<file path="config.mk">
export PLATFORM = sky130hd
export DESIGN_NAME = code_sender
export DESIGN_NICKNAME = d
export VERILOG_FILES = /design/src/rtl/code_sender_pkg.sv /design/src/rtl/code_sender_timer.sv /design/src/rtl/code_sender.sv
export SDC_FILE = /design/constraint.sdc
export NUM_CORES = 1
export LEC_CHECK = 0
export CAP_MARGIN = 10
export CORE_MARGIN = 3
export CORE_UTILIZATION = 50
export CTS_BUF_LIST = sky130_fd_sc_hd__clkbuf_2 sky130_fd_sc_hd__clkbuf_4 sky130_fd_sc_hd__clkbuf_8
export DETAILED_ROUTE_END_ITERATION = 16
export PLACE_DENSITY = 0.81
export SETUP_SLACK_MARGIN = 0.05
export SKIP_CTS_REPAIR_TIMING = 1
export SYNTH_ARGS = -nofsm -noshare
export SYNTH_HDL_FRONTEND = slang
export SYNTH_SLANG_ARGS = --single-unit
</file>
<file path="constraint.sdc">
create_clock -name clk -period 1.66 [get_ports clk]
set_clock_uncertainty 0.05 [all_clocks]
set_input_delay 0.249 -clock clk [delete_from_list [all_inputs] [get_ports clk]]
set_output_delay 0.249 -clock clk [all_outputs]
set_load 0.01 [all_outputs]
</file>
<file path="src/rtl/code_sender_pkg.sv">
// rtl/code_sender_pkg.sv - shared types, symbol constants and helpers for code_sender
package code_sender_pkg;

    typedef enum logic [1:0] {
        CS_IDLE  = 2'd0,
        CS_PRESS = 2'd1,
        CS_GAP   = 2'd2,
        CS_WAIT  = 2'd3
    } cs_state_t;

    localparam logic [1:0] SYM_NONE = 2'b00;
    localparam logic [1:0] SYM_A    = 2'b01;
    localparam logic [1:0] SYM_B    = 2'b10;
    localparam logic [1:0] SYM_C    = 2'b11;

    localparam int CODE_LEN = 3;

    // Symbol 0 sits in the low bits and is sent first.
    localparam logic [2*CODE_LEN-1:0] DEFAULT_CODE = {SYM_B, SYM_A, SYM_A};

    // Counter width for a cycle count n: $clog2(n), never below one bit.
    function automatic int cnt_width(input int n);
        return (n > 2) ? $clog2(n) : 1;
    endfunction

    // Pick symbol idx out of a packed code word.
    function automatic logic [1:0] sym_at(input logic [2*CODE_LEN-1:0] code,
                                          input logic [1:0]            idx);
        case (idx)
            2'd0:    sym_at = code[1:0];
            2'd1:    sym_at = code[3:2];
            default: sym_at = code[5:4];
        endcase
    endfunction

endpackage

</file>
<file path="src/rtl/code_sender_timer.sv">
// rtl/code_sender_timer.sv - loadable saturating down-counter with zero flag
module code_sender_timer #(
    parameter int W = 4
) (
    input  logic         clk,
    input  logic         rst,
    input  logic         load,
    input  logic [W-1:0] load_val,
    input  logic         dec,
    output logic         zero
);

    logic [W-1:0] count;

    // Load wins over decrement; decrement stops at zero so the count never wraps.
    always_ff @(posedge clk or negedge rst) begin
        if (!rst) begin
            count <= '0;
        end else if (load) begin
            count <= load_val;
        end else if (dec && (count != '0)) begin
            count <= count - 1'b1;
        end
    end

    assign zero = (count == '0);

endmodule

</file>
<file path="src/rtl/code_sender.sv">
// rtl/code_sender.sv - lock code transmitter with result check; CODE_SENDER_PROG_EN adds code_i
module code_sender
    import code_sender_pkg::*;
#(
    parameter int HOLD_CYCLES    = 1,
    parameter int GAP_CYCLES     = 1,
    parameter int TIMEOUT_CYCLES = 16
) (
    input  logic                  clk,
    input  logic                  rst,
    input  logic                  start,
    input  logic                  unlock_i,
`ifdef CODE_SENDER_PROG_EN
    input  logic [2*CODE_LEN-1:0] code_i,
`endif
    output logic                  a_o,
    output logic                  b_o,
    output logic                  c_o,
    output logic                  busy,
    output logic                  done,
    output logic                  success
);

    localparam int PW = (cnt_width(HOLD_CYCLES) > cnt_width(GAP_CYCLES)) ?
                        cnt_width(HOLD_CYCLES) : cnt_width(GAP_CYCLES);
    localparam int TW = cnt_width(TIMEOUT_CYCLES);

    // Timers count N-1 down to zero, so zero marks the last cycle of a phase.
    localparam logic [PW-1:0] HOLD_LOAD = PW'(HOLD_CYCLES - 1);
    localparam logic [PW-1:0] GAP_LOAD  = PW'(GAP_CYCLES - 1);
    localparam logic [TW-1:0] TO_LOAD   = TW'(TIMEOUT_CYCLES - 1);
    localparam logic [1:0]    LAST_IDX  = 2'(CODE_LEN - 1);

    cs_state_t             state, state_nxt;
    logic [1:0]            idx, idx_nxt;
    logic [2*CODE_LEN-1:0] code_nxt;
    logic [1:0]            sym_nxt;
    logic                  ph_load, ph_dec, ph_zero;
    logic [PW-1:0]         ph_val;
    logic                  to_load, to_dec, to_zero;
    logic                  accept, finish, win;

`ifdef CODE_SENDER_PROG_EN
    logic [2*CODE_LEN-1:0] code_q;

    // Capture the code once per attempt so later code_i changes are ignored.
    always_ff @(posedge clk or negedge rst) begin
        if (!rst) begin
            code_q <= DEFAULT_CODE;
        end else if (accept) begin
            code_q <= code_i;
        end
    end

    assign code_nxt = accept ? code_i : code_q;
`else
    assign code_nxt = DEFAULT_CODE;
`endif

    code_sender_timer #(.W(PW)) u_phase_timer (
        .clk      (clk),
        .rst      (rst),
        .load     (ph_load),
        .load_val (ph_val),
        .dec      (ph_dec),
        .zero     (ph_zero)
    );

    code_sender_timer #(.W(TW)) u_wait_timer (
        .clk      (clk),
        .rst      (rst),
        .load     (to_load),
        .load_val (TO_LOAD),
        .dec      (to_dec),
        .zero     (to_zero)
    );

    // Next-state and timer control; a start coinciding with done is refused.
    always_comb begin
        state_nxt = state;
        idx_nxt   = idx;
        ph_load   = 1'b0;
        ph_val    = HOLD_LOAD;
        ph_dec    = 1'b0;
        to_load   = 1'b0;
        to_dec    = 1'b0;
        accept    = 1'b0;
        finish    = 1'b0;
        win       = 1'b0;
        case (state)
            CS_IDLE: begin
                if (start && !done) begin
                    accept    = 1'b1;
                    state_nxt = CS_PRESS;
                    idx_nxt   = 2'd0;
                    ph_load   = 1'b1;
                    ph_val    = HOLD_LOAD;
                end
            end
            CS_PRESS: begin
                if (!ph_zero) begin
                    ph_dec = 1'b1;
                end else if (idx < LAST_IDX) begin
                    state_nxt = CS_GAP;
                    ph_load   = 1'b1;
                    ph_val    = GAP_LOAD;
                end else begin
                    state_nxt = CS_WAIT;
                    to_load   = 1'b1;
                end
            end
            CS_GAP: begin
                if (!ph_zero) begin
                    ph_dec = 1'b1;
                end else begin
                    state_nxt = CS_PRESS;
                    idx_nxt   = idx + 2'd1;
                    ph_load   = 1'b1;
                    ph_val    = HOLD_LOAD;
                end
            end
            CS_WAIT: begin
                if (unlock_i) begin
                    finish    = 1'b1;
                    win       = 1'b1;
                    state_nxt = CS_IDLE;
                end else if (to_zero) begin
                    finish    = 1'b1;
                    state_nxt = CS_IDLE;
                end else begin
                    to_dec = 1'b1;
                end
            end
            default: state_nxt = CS_IDLE;
        endcase
    end

    assign sym_nxt = sym_at(code_nxt, idx_nxt);

    // State plus registered outputs decoded from the upcoming state.
    always_ff @(posedge clk or negedge rst) begin
        if (!rst) begin
            state   <= CS_IDLE;
            idx     <= 2'd0;
            a_o     <= 1'b0;
            b_o     <= 1'b0;
            c_o     <= 1'b0;
            busy    <= 1'b0;
            done    <= 1'b0;
            success <= 1'b0;
        end else begin
            state <= state_nxt;
            idx   <= idx_nxt;
            a_o   <= (state_nxt == CS_PRESS) && (sym_nxt == SYM_A);
            b_o   <= (state_nxt == CS_PRESS) && (sym_nxt == SYM_B);
            c_o   <= (state_nxt == CS_PRESS) && (sym_nxt == SYM_C);
            busy  <= (state_nxt != CS_IDLE);
            done  <= finish;
            if (accept) begin
                success <= 1'b0;
            end else if (finish) begin
                success <= win;
            end
        end
    end

endmodule
</file>
# Yosys cells after proc, flatten, opt, wreduce, memory -nomap -nowiden
# Index checks and enable logic that the tools add are counted.
[totals]
regBits = 15
out_inout_bits = 6
[classes]
n_addsub = 3
order_cmp = 1
eq_ne = 8
n_mux = 36
reduce_logical = 17
[ops]
columns = ["cell", "n"]
rows = [
  ["1-bit two-way mux", 23],
  ["2-bit two-way mux", 8],
  ["2-bit by 1-bit equality test with 1-bit output (second input constant)", 4],
  ["2-bit equality test (second input constant)", 4],
  ["4-bit two-way mux", 2],
  ["2-bit one-hot mux with 4 select lines", 1],
  ["2-bit nonzero test", 4],
  ["1-bit logical AND", 6],
  ["2-bit zero test", 2],
  ["4-bit zero test", 1],
  ["2-bit one-hot mux with 2 select lines", 1],
  ["4-bit nonzero test", 1],
  ["2-bit OR reduction", 2],
  ["4-bit by 1-bit subtractor with 4-bit output (second input constant)", 1],
  ["1-bit one-hot mux with 3 select lines", 1],
  ["2-bit by 1-bit adder with 2-bit output (second input constant)", 1],
  ["2-bit less-than comparator (second input constant)", 1],
  ["1-bit zero test", 1],
  ["1-bit subtractor (second input constant)", 1],
]

# Depth between registers and ports, before layout
# Gate-level depths: netlist of the first run.
[depth]
ltp_word = 9
ltp_mapped = 6

# By module
# Synthesis of the first run repeated with hierarchy kept, for this count alone.
[unflattened]
cells_unflattened = 88
hier_area_um2 = 918.4
[by_module_without_submodules]
columns = ["mod", "instances", "cells_per_inst", "area_each_um2", "seq_area_each_um2"]
rows = [
  ["code_sender", 1, 57, 603.1, 225.2],
  ["code_sender_timer at u_wait_timer", 1, 27, 270.3, 100.1],
  ["code_sender_timer at u_phase_timer", 1, 4, 45.0, 25.0],
]

# Worst setup path before layout of the first run
# OpenSTA, ideal clock, no wires.
[synth_path]
kind = "register to register"
from = "register u_wait_timer.count[0]"
to = "register busy"
setup_time_ns = 0.121
t_arrival_ns = 1.444
path_slack_ns = 0.045
path_stages_with_launch = 7
synth_period_minus_slack_ns = 1.615
path_cell_list = "dfrtp_1 -> inv_1 -> ha_1 -> or3b_4 -> a211oi_2 -> o22ai_2 -> nand2b_1"
[synth_via]
elab_chain_len = 5
[synth_lines]
columns = ["element", "line", "text"]
rows = [
  ["from (decl)", "code_sender_timer.sv:13", "logic [W-1:0] count;"],
  ["from (signal assigned)", "code_sender_timer.sv:20", "count <= load_val;"],
  ["from (signal assigned)", "code_sender_timer.sv:22", "count <= count - 1'b1;"],
  ["4-bit zero test", "code_sender_timer.sv:26", "assign zero = (count == '0);"],
  ["2-bit two-way mux", "code_sender.sv:127", "end else if (to_zero) begin"],
  ["2-bit two-way mux", "code_sender.sv:123", "if (unlock_i) begin"],
  ["2-bit one-hot mux with 4 select lines", "code_sender.sv:90", "case (state)"],
  ["named net state_nxt[1]", "code_sender.sv:34", "cs_state_t state, state_nxt;"],
  ["2-bit nonzero test", "code_sender.sv:157", "busy <= (state_nxt != CS_IDLE);"],
  ["to (signal assigned)", "code_sender.sv:157", ""],
  ["to (decl)", "code_sender.sv:19", "output logic busy,"],
]
# The timed path passes the listed nets, and every way through them passes these cells.
# A chain may end at the register's enable or synchronous reset.

# Worst setup path after layout of the first run
[layout_path]
from = "register u_wait_timer.count[1]"
to = "register busy"
# Same word-level chain as after synthesis.

==> results of run 1 <==
final cells by class:
class                   instances  area share [%]
multi-input cells              50            40.0
flip-flops and latches         14            34.7
clock buffers                   4            3.59
inverters                       6            2.23
repair buffers                 21            17.6
well taps                      15            1.86
cell usage after synthesis (all sizes together) (2+ instances only):
library cell	n	area share, %
dfrtp	14	46
nand2	7	3.5
ha	6	9.9
inv	6	3.0
nand2b	3	2.5
nor2	3	1.5
nor3b	3	3.6
a21oi	2	1.3
nand3	2	1.3
nand3b	2	2.0
nor2b	2	1.7
nor3	2	2.0
xnor2	2	2.3
xor2	2	2.3
layer usage:
| layer | vias up | track usage [%] |
|---|---|---|
| li1 | 290 | - |
| met1 | 286 | 21.4 |
| met2 | 10 | 26.4 |
| met3 | 2 | 2.79 |
| met4 | 0 | 5.26 |
| met5 | - | 0 |
worst paths after layout:
kind	depth (start not counted)	endpoint
worst max-delay path	6	busy$_DFF_PN0_
worst min-delay path	2	u_wait_timer.count[3]$_DFFE_PN0P_
worst max register to register	6	busy$_DFF_PN0_
worst min register to register	1	idx[0]$_DFF_PN0_
max in group asynchronous	2	success$_DFFE_PN0P_
min in group clk	1	idx[0]$_DFF_PN0_
registers in the layout, indices dropped and copies added (netlist names):
name	cells
u_wait_timer.count	4
idx	2
state	2
a_o	1
b_o	1
busy	1
done	1
success	1
u_phase_timer.count	1
critical path, stage by stage (launching register included):
cell	delay, ps
dfrtp_1	410
inv_1	60
ha_2	170
or3b_4	400
a211oi_2	230
o22ai_2	140
nand2b_4	160
cells by family after synthesis:
kind of cell    Yosys count  share of synthesized area (%)
xor+xnor                  4                           4.63
simple gates             26                           20.7
flops                    14                           46.3
other cells               1                          0.495
fa+ha+maj                 6                           9.92
compound gates           13                           14.1
buf+inv                   7                           3.97
power by group:
group          switching, mW  internal, mW  leakage [nW]
registers             0.0910         0.457         0.171
clock network          0.109         0.133        0.0210
logic                  0.410         0.511         0.264
total                  0.610          1.10         0.457
cells in the final DEF (no fill, tap or decap), drive strengths merged, types with 3 or more instances in the layout:
master,instances
nor3b,3
ha,6
nor2,3
nand2b,3
dfrtp,14
clkdlybuf4s50,8
buf,13
clkbuf,4
inv,6
nand2,7
through the flow:
| stage | worst slack (ps) | power (mW) | instances | TNS, ps | hold WS, ps |
|---|---|---|---|---|---|
| floorplan | 44.9 | 1.01 | 71 | 0 | -96.6 |
| global placement | -18.9 | 1.30 | 103 | -18.9 | 442 |
| detailed placement | -68.2 | 1.33 | 103 | -136 | 468 |
| CTS | -83.7 | 1.58 | 107 | -194 | 221 |
| global route | -144 | 1.83 | 110 | -554 | 239 |
| finish | -55.5 | 1.71 | 110 | -205 | 220 |
==> flow_summary.toml, run 1 <==
[synth]
syn_inst = 71
synth_edf_count = 0
ys.flop_type = "dfrtp_1"
synthArstFlopShare_pct = 100
yosysUniqueCellTypes = 31
synth_warnings = 0
syn-cell-area_um2 = 757
ys_seq_elements = 14
ys_seq_area_share_pct = 46.3
syn-num-nets = 81
synth.avg_cell_area_um2 = 10.7

[routing]
vias = 588
via_per_inst = 5.35
wl_per_cell_um = 13.3
wl_met1_um = 711
drc = 0
wirelength_um = 1470
dr_wl_met2_um = 696
top_layer = "met4"
wl_met3_um = 52
postRouteAntennaNets = 0
dr.pass1.iters = 4
drtIter0Drc = 24

[layout]
utilization_pct = 73.9
stdcell_area_um2 = 1010
multi_input_area_um2 = 404
fillCellCount = 106
regArea_um2 = 350
num_antenna_cells = 0
nets = 106
post_route_cells_drive_above_1_share_pct = 31.6
area_growth_pct = 33.4

[setup_path]
path_class = "flop to flop"
r2r-start = "u_wait_timer.count[1]$_DFFE_PN0P_"
worstPathArrival_ps = 1840
r2r_slack_ps = -60
crit_path_max_fanout = 4
critPathLaunch = "u_wait_timer.count[1]$_DFFE_PN0P_"
cp.required_ps = 1780
start_kind = "flop"
endpoint_kind = "flop"

[cts]
cts_buffers = 3
cts_tree = "done"
path_clk_slew_ps = 80
htree_levels = 1
clock_sinks = 14
clockBufferDepth = 2
clk_latency_ps = 270
clock-root-buffer = "clkbuf_4"

[die]
die_height_um = 44.9
start_util_pct = 55.4
core_um2 = 1370
fp.dieArea_um2 = 2020
die_w_um = 44.9
ioPinCount = 10
row_count = 13

[sta]
finalHoldViolations = 0
post-route-min-period_ps = 1720
setup_viol = 4
setup_ws_ps = -55.5
slew_violations = 0
rsz0062_at_grt = "yes"
period_share_pct = 103
fmaxAchievable_ghz = 0.583

[status]
violations = "negative setup slack"
status = "finished, violations left"

[placement]
gp_routability_congestion = 0.730
dp_hpwl_um = 1090
numPortBuffers = 8
dpl_cell_area_um2 = 923

[job]
cap_violations = 0

[worst_hold_path]
min_path_type = "primary input to async pin"

[global_routing]
antenna_found_initial = 0
grt_pass1_vias = 566
track_usage_pct = 16.0
grt_pass1_wl_um = 2390
grt_max_degree = 15
grt_overflow = 0

[power_and_ir_drop]
power.leakage_nw = 0.457
ir_drop_mv = 0.951
power.density_nw_per_um2 = 1690
Power figures use the tool's default switching activity.
==> inputs of run 2 (changes only) <==
- SKIP_LAST_GASP: unset -> 1
==> run 2 against run 1 <==
Effect of this change: sequential power hardly changed; global-route usage is the same; the flow still finishes with violations (negative setup slack); fmax fell by 0.38%; non-clock buffer count unchanged; critical path type unchanged.
==> flow_summary.toml, run 2 (synthesized netlist as in run 1, its figures left out) <==
[sta]
tns_ps = -184
hold_ws_ps = 220
slew_violations = 0
setup_ws_ps = -62.0
post-route-min-period_ps = 1720
period_share_pct = 104
finalHoldViolations = 0
rsz0062_at_grt = "yes"
fmaxAchievable_ghz = 0.581
setup_viol = 4

[global_routing]
busiest_layer = "met2"
grt_pass1_wl_um = 2390
track_usage_pct = 16.0
grt_pass1_vias = 566
grt.met3_usage_pct = 2.79
gr-usage-met2_pct = 26.4
antenna_found_initial = 0
grt_max_degree = 15
met1_usage_pct = 21.4
grt_overflow = 0

[routing]
via_per_inst = 5.26
drc = 0
wl_per_cell_um = 13.1
drtIter0Drc = 8
postRouteAntennaNets = 0
vias = 579
dr.pass1.iters = 4
wirelength_um = 1450

[placement]
gp_routability_congestion = 0.730
dp_hpwl_um = 1090
numPortBuffers = 8

[setup_path]
r2r_slack_ps = -60
reg2reg_depth = 6
endpoint_kind = "flop"
start_kind = "flop"
cp.required_ps = 1780
path_class = "flop to flop"
r2r_end = "busy$_DFF_PN0_"
worstPathArrival_ps = 1840
r2r-start = "u_wait_timer.count[1]$_DFFE_PN0P_"
crit_path_max_fanout = 4

[worst_hold_path]
min_path_type = "primary input to async pin"

[cts]
cts_tree = "done"
clockBufferDepth = 2
clock_sinks = 14
clock-root-buffer = "clkbuf_4"
path_clk_slew_ps = 80
htree_levels = 1
clk_latency_ps = 270
cts_buffers = 3

[layout]
utilization_pct = 73.4
post_route_cells_drive_above_1_share_pct = 30.5
reg.largest.list = "u_wait_timer.count (4), idx (2), state (2)"
top_register = "u_wait_timer.count"
final_common_cell = "dfrtp_1"
largest_reg_flops = 4
area_growth_pct = 32.4
nets = 106
num_antenna_cells = 0
final_cell_mix = "14 x dfrtp_1, 13 x buf_4, 8 x clkdlybuf4s50_1"

[die]
ioPinCount = 10
die_height_um = 44.9
die_w_um = 44.9
core_um2 = 1370
fp.dieArea_um2 = 2020
row_count = 13
start_util_pct = 55.4

[job]
cap_violations = 0

[status]
status = "finished, violations left"
violations = "negative setup slack"

[power_and_ir_drop]
finalPower_mw = 1.67
power.density_nw_per_um2 = 1670
power.leakage_nw = 0.454
ir_drop_mv = 0.940
run 2: cell types whose count changed in the layout (fill, tap and decap cells not counted):
| cell | previous run | this run |
|---|---|---|
| nand2b_4 | 1 | 0 |
| nand2b_1 | 2 | 3 |
run 2: cell type report:
cell class	count	area, um^2
inverters	6	22.5
fillers	107	364
repair buffers	21	178
clock buffers	4	36.3
flip-flops and latches	14	350
well taps	15	18.8
multi-input cells	50	397
run 2: worst max-delay path, stage by stage, from the launching register on:
cell and delay [ps]:
dfrtp_1 410, inv_1 60, ha_2 170, or3b_4 400
a211oi_2 220, o22ai_2 140, nand2b_1 170
run 2: metal layers:
metal  up-vias  share of wire [%]  routed length (um)
met5         -                  0                   0
met4         0               0.48                   7
met3         2                4.3                  62
met2        12                 47                 681
met1       274                 48                 694
li1        291                  -                   -
run 2: worst max-delay path by stage:
| stage | start | to | depth (start not counted) |
|---|---|---|---|
| 4_1_cts | u_wait_timer.count[0]$_DFFE_PN0P_ | busy$_DFF_PN0_ | 6 |
| 6_report | u_wait_timer.count[1]$_DFFE_PN0P_ | busy$_DFF_PN0_ | 6 |
| 3_5_place_dp | u_wait_timer.count[0]$_DFFE_PN0P_ | busy$_DFF_PN0_ | 6 |
| 3_3_place_gp | u_wait_timer.count[0]$_DFFE_PN0P_ | busy$_DFF_PN0_ | 6 |
| 2_1_floorplan | u_wait_timer.count[0]$_DFFE_PN0P_ | busy$_DFF_PN0_ | 6 |
| 5_1_grt | u_wait_timer.count[1]$_DFFE_PN0P_ | busy$_DFF_PN0_ | 6 |
run 2: through the flow:
step                      area, um^2  worst slack, ps  cells
final                           1000            -62.0    110
after global routing            1000             -156    110
after CTS                        960            -83.7    107
after detailed placement         923            -68.2    103
after global placement           923            -18.9    103
after floorplan                  757             44.9     71
run 2: where the power goes:
group / leakage [nW] / internal (mW) / switching [mW] / total (mW)
registers: 0.171 / 0.457 / 0.0906 / 0.547
logic: 0.261 / 0.488 / 0.398 / 0.886
clock network: 0.0210 / 0.133 / 0.108 / 0.241
==> inputs of run 3 (changes only) <==
- CORE_UTILIZATION: 50 -> 55
- DONT_BUFFER_PORTS: unset -> 1
- PLACE_DENSITY: 0.81 -> 0.78
- SETUP_SLACK_MARGIN: 0.05 -> 0.02
- SKIP_LAST_GASP: 1 -> unset
==> run 3 against run 2 <==
Effect of this change: the flow still finishes with violations (negative setup slack); final cell count decreased by 10%; clock-buffer cell count unchanged; sequential share of layout area increased by 3.4 points; non-clock buffer count decreased by 10; clock power about the same; critical endpoint unchanged.
==> flow_summary.toml, run 3 (synthesized netlist as in run 1, its figures left out) <==
[status]
status = "finished, violations left"
violations = "negative setup slack"

[sta]
hold_ws_ps = 63.4
tightestPinTransition_ps = 616
rsz0062_at_grt = "yes"
tns_ps = -157
period_share_pct = 105
slew_violations = 0
fmaxAchievable_ghz = 0.574
finalHoldViolations = 0
setup_ws_ps = -81.1
setup_viol = 3
slew_headroom_pct = 58.8
post-route-min-period_ps = 1740

[global_routing]
grt_pass1_wl_um = 2460
grt_overflow = 0
antenna_found_initial = 0
track_usage_pct = 17.9
grt_pass1_vias = 565
grt_max_degree = 15

[power_and_ir_drop]
power_frac_comb_pct = 48.9
power.leakage_nw = 0.413
clockPowerShare_pct = 15.2
ir_drop_mv = 1.07
finalPower_mw = 1.60
power.switching_uw = 601
p_int_mw = 1.00
power.density_nw_per_um2 = 1750
swShare_pct = 37.5
seq_power_share_pct = 35.9

[layout]
largest_reg_flops = 4
reg.largest.list = "u_wait_timer.count (4), idx (2), state (2)"
nets = 96
final_common_cell = "dfrtp_1"
utilization_pct = 76.3
final_cell_mix = "13 x dfrtp_1, 10 x buf_4, 7 x nand2_1"
top_register = "u_wait_timer.count"
area_growth_pct = 21.0
fillCellCount = 81
stdcell_area_um2 = 916
num_antenna_cells = 0
post_route_cells_drive_above_1_share_pct = 31.8

[routing]
wl_per_cell_um = 15.7
vias = 573
wirelength_um = 1560
via_per_inst = 5.79
drtIter0Drc = 6
drc = 0
postRouteAntennaNets = 0
dr.pass1.iters = 4

[placement]
gp_routability_congestion = 0.855
dp_hpwl_um = 1050
numPortBuffers = 0
dpl_cell_area_um2 = 820

[setup_path]
cpLargestDelayFamily = "simple AND/OR/NAND/NOR gates"
worstPathArrival_ps = 1860
path_class = "flop to flop"
cp.required_ps = 1780
critPathSlowestCell = "dfrtp_1"
endpoint_kind = "flop"
slowest_delay_ps = 420
crit_path_max_fanout = 4
cp_cell_sequence = "inv_1 -> ha_2 -> or3b_4 -> a211oi_2 -> o22ai_2 -> nand2b_4"
start_kind = "flop"
crit_buf_inv = 1

[cts]
clk_latency_ps = 280
clock-root-buffer = "clkbuf_4"
path_clk_slew_ps = 90
clockBufferDepth = 2
cts_buffers = 3
clock_sinks = 14
cts_tree = "done"
htree_levels = 1

[die]
fp.dieArea_um2 = 1860
ioPinCount = 10
die_height_um = 43.1
core_um2 = 1200
die_w_um = 43.1
start_util_pct = 63.0
row_count = 12

[job]
cap_violations = 0

[worst_hold_path]
min_path_type = "primary input to flop"
run 3: worst paths after layout:
path / start / depth (start not counted) / to / slack [ps]
hold / removal: unlock_i / 1 / done$_DFF_PN0_ / 60
hold reg to reg: idx[0]$_DFF_PN0_ / 1 / idx[0]$_DFF_PN0_ / 500
min in group asynchronous: rst / 1 / success$_DFFE_PN0P_ / 360
setup / recovery: u_wait_timer.count[1]$_DFFE_PN0P_ / 6 / busy$_DFF_PN0_ / -80
max in group asynchronous: rst / 1 / state[1]$_DFF_PN0_ / 750
setup reg to reg: u_wait_timer.count[1]$_DFFE_PN0P_ / 6 / busy$_DFF_PN0_ / -80
run 3: per-layer routing:
layer / up-vias / routed length [um] / GRT usage (%)
li1: 272 / - / -
met1: 284 / 635 / 21.2
met2: 13 / 818 / 30.4
met3: 4 / 78 / 8.47
met4: 0 / 23 / 1.81
met5: - / 0 / 0
run 3: layout make-up:
cell class                      count  area, um^2  area share, %
Sequential cell                    14         352           38.4
Inverter                            6        22.5           2.46
Timing Repair Buffer               11        85.1           9.29
Tap cell                           14        17.5           1.91
Clock buffer                        4        36.3           3.96
Multi-Input combinational cell     50         403           44.0
run 3: per-stage QoR:
stage	instances	setup WS [ps]
after floorplan	71	44.9
after global placement	91	-43.9
after detailed placement	91	-25.7
after CTS	95	-46.5
after global routing	99	-114
final	99	-81.1
run 3: power by group through the flow:
| stage | clock, mW | combinational [mW] | sequential (mW) |
|---|---|---|---|
| after floorplan | 0 | 0.459 | 0.553 |
| after global placement | 0 | 0.618 | 0.573 |
| after detailed placement | 0 | 0.637 | 0.576 |
| after CTS | 0.248 | 0.643 | 0.569 |
| after global routing | 0.263 | 0.870 | 0.586 |
| final | 0.244 | 0.785 | 0.576 |
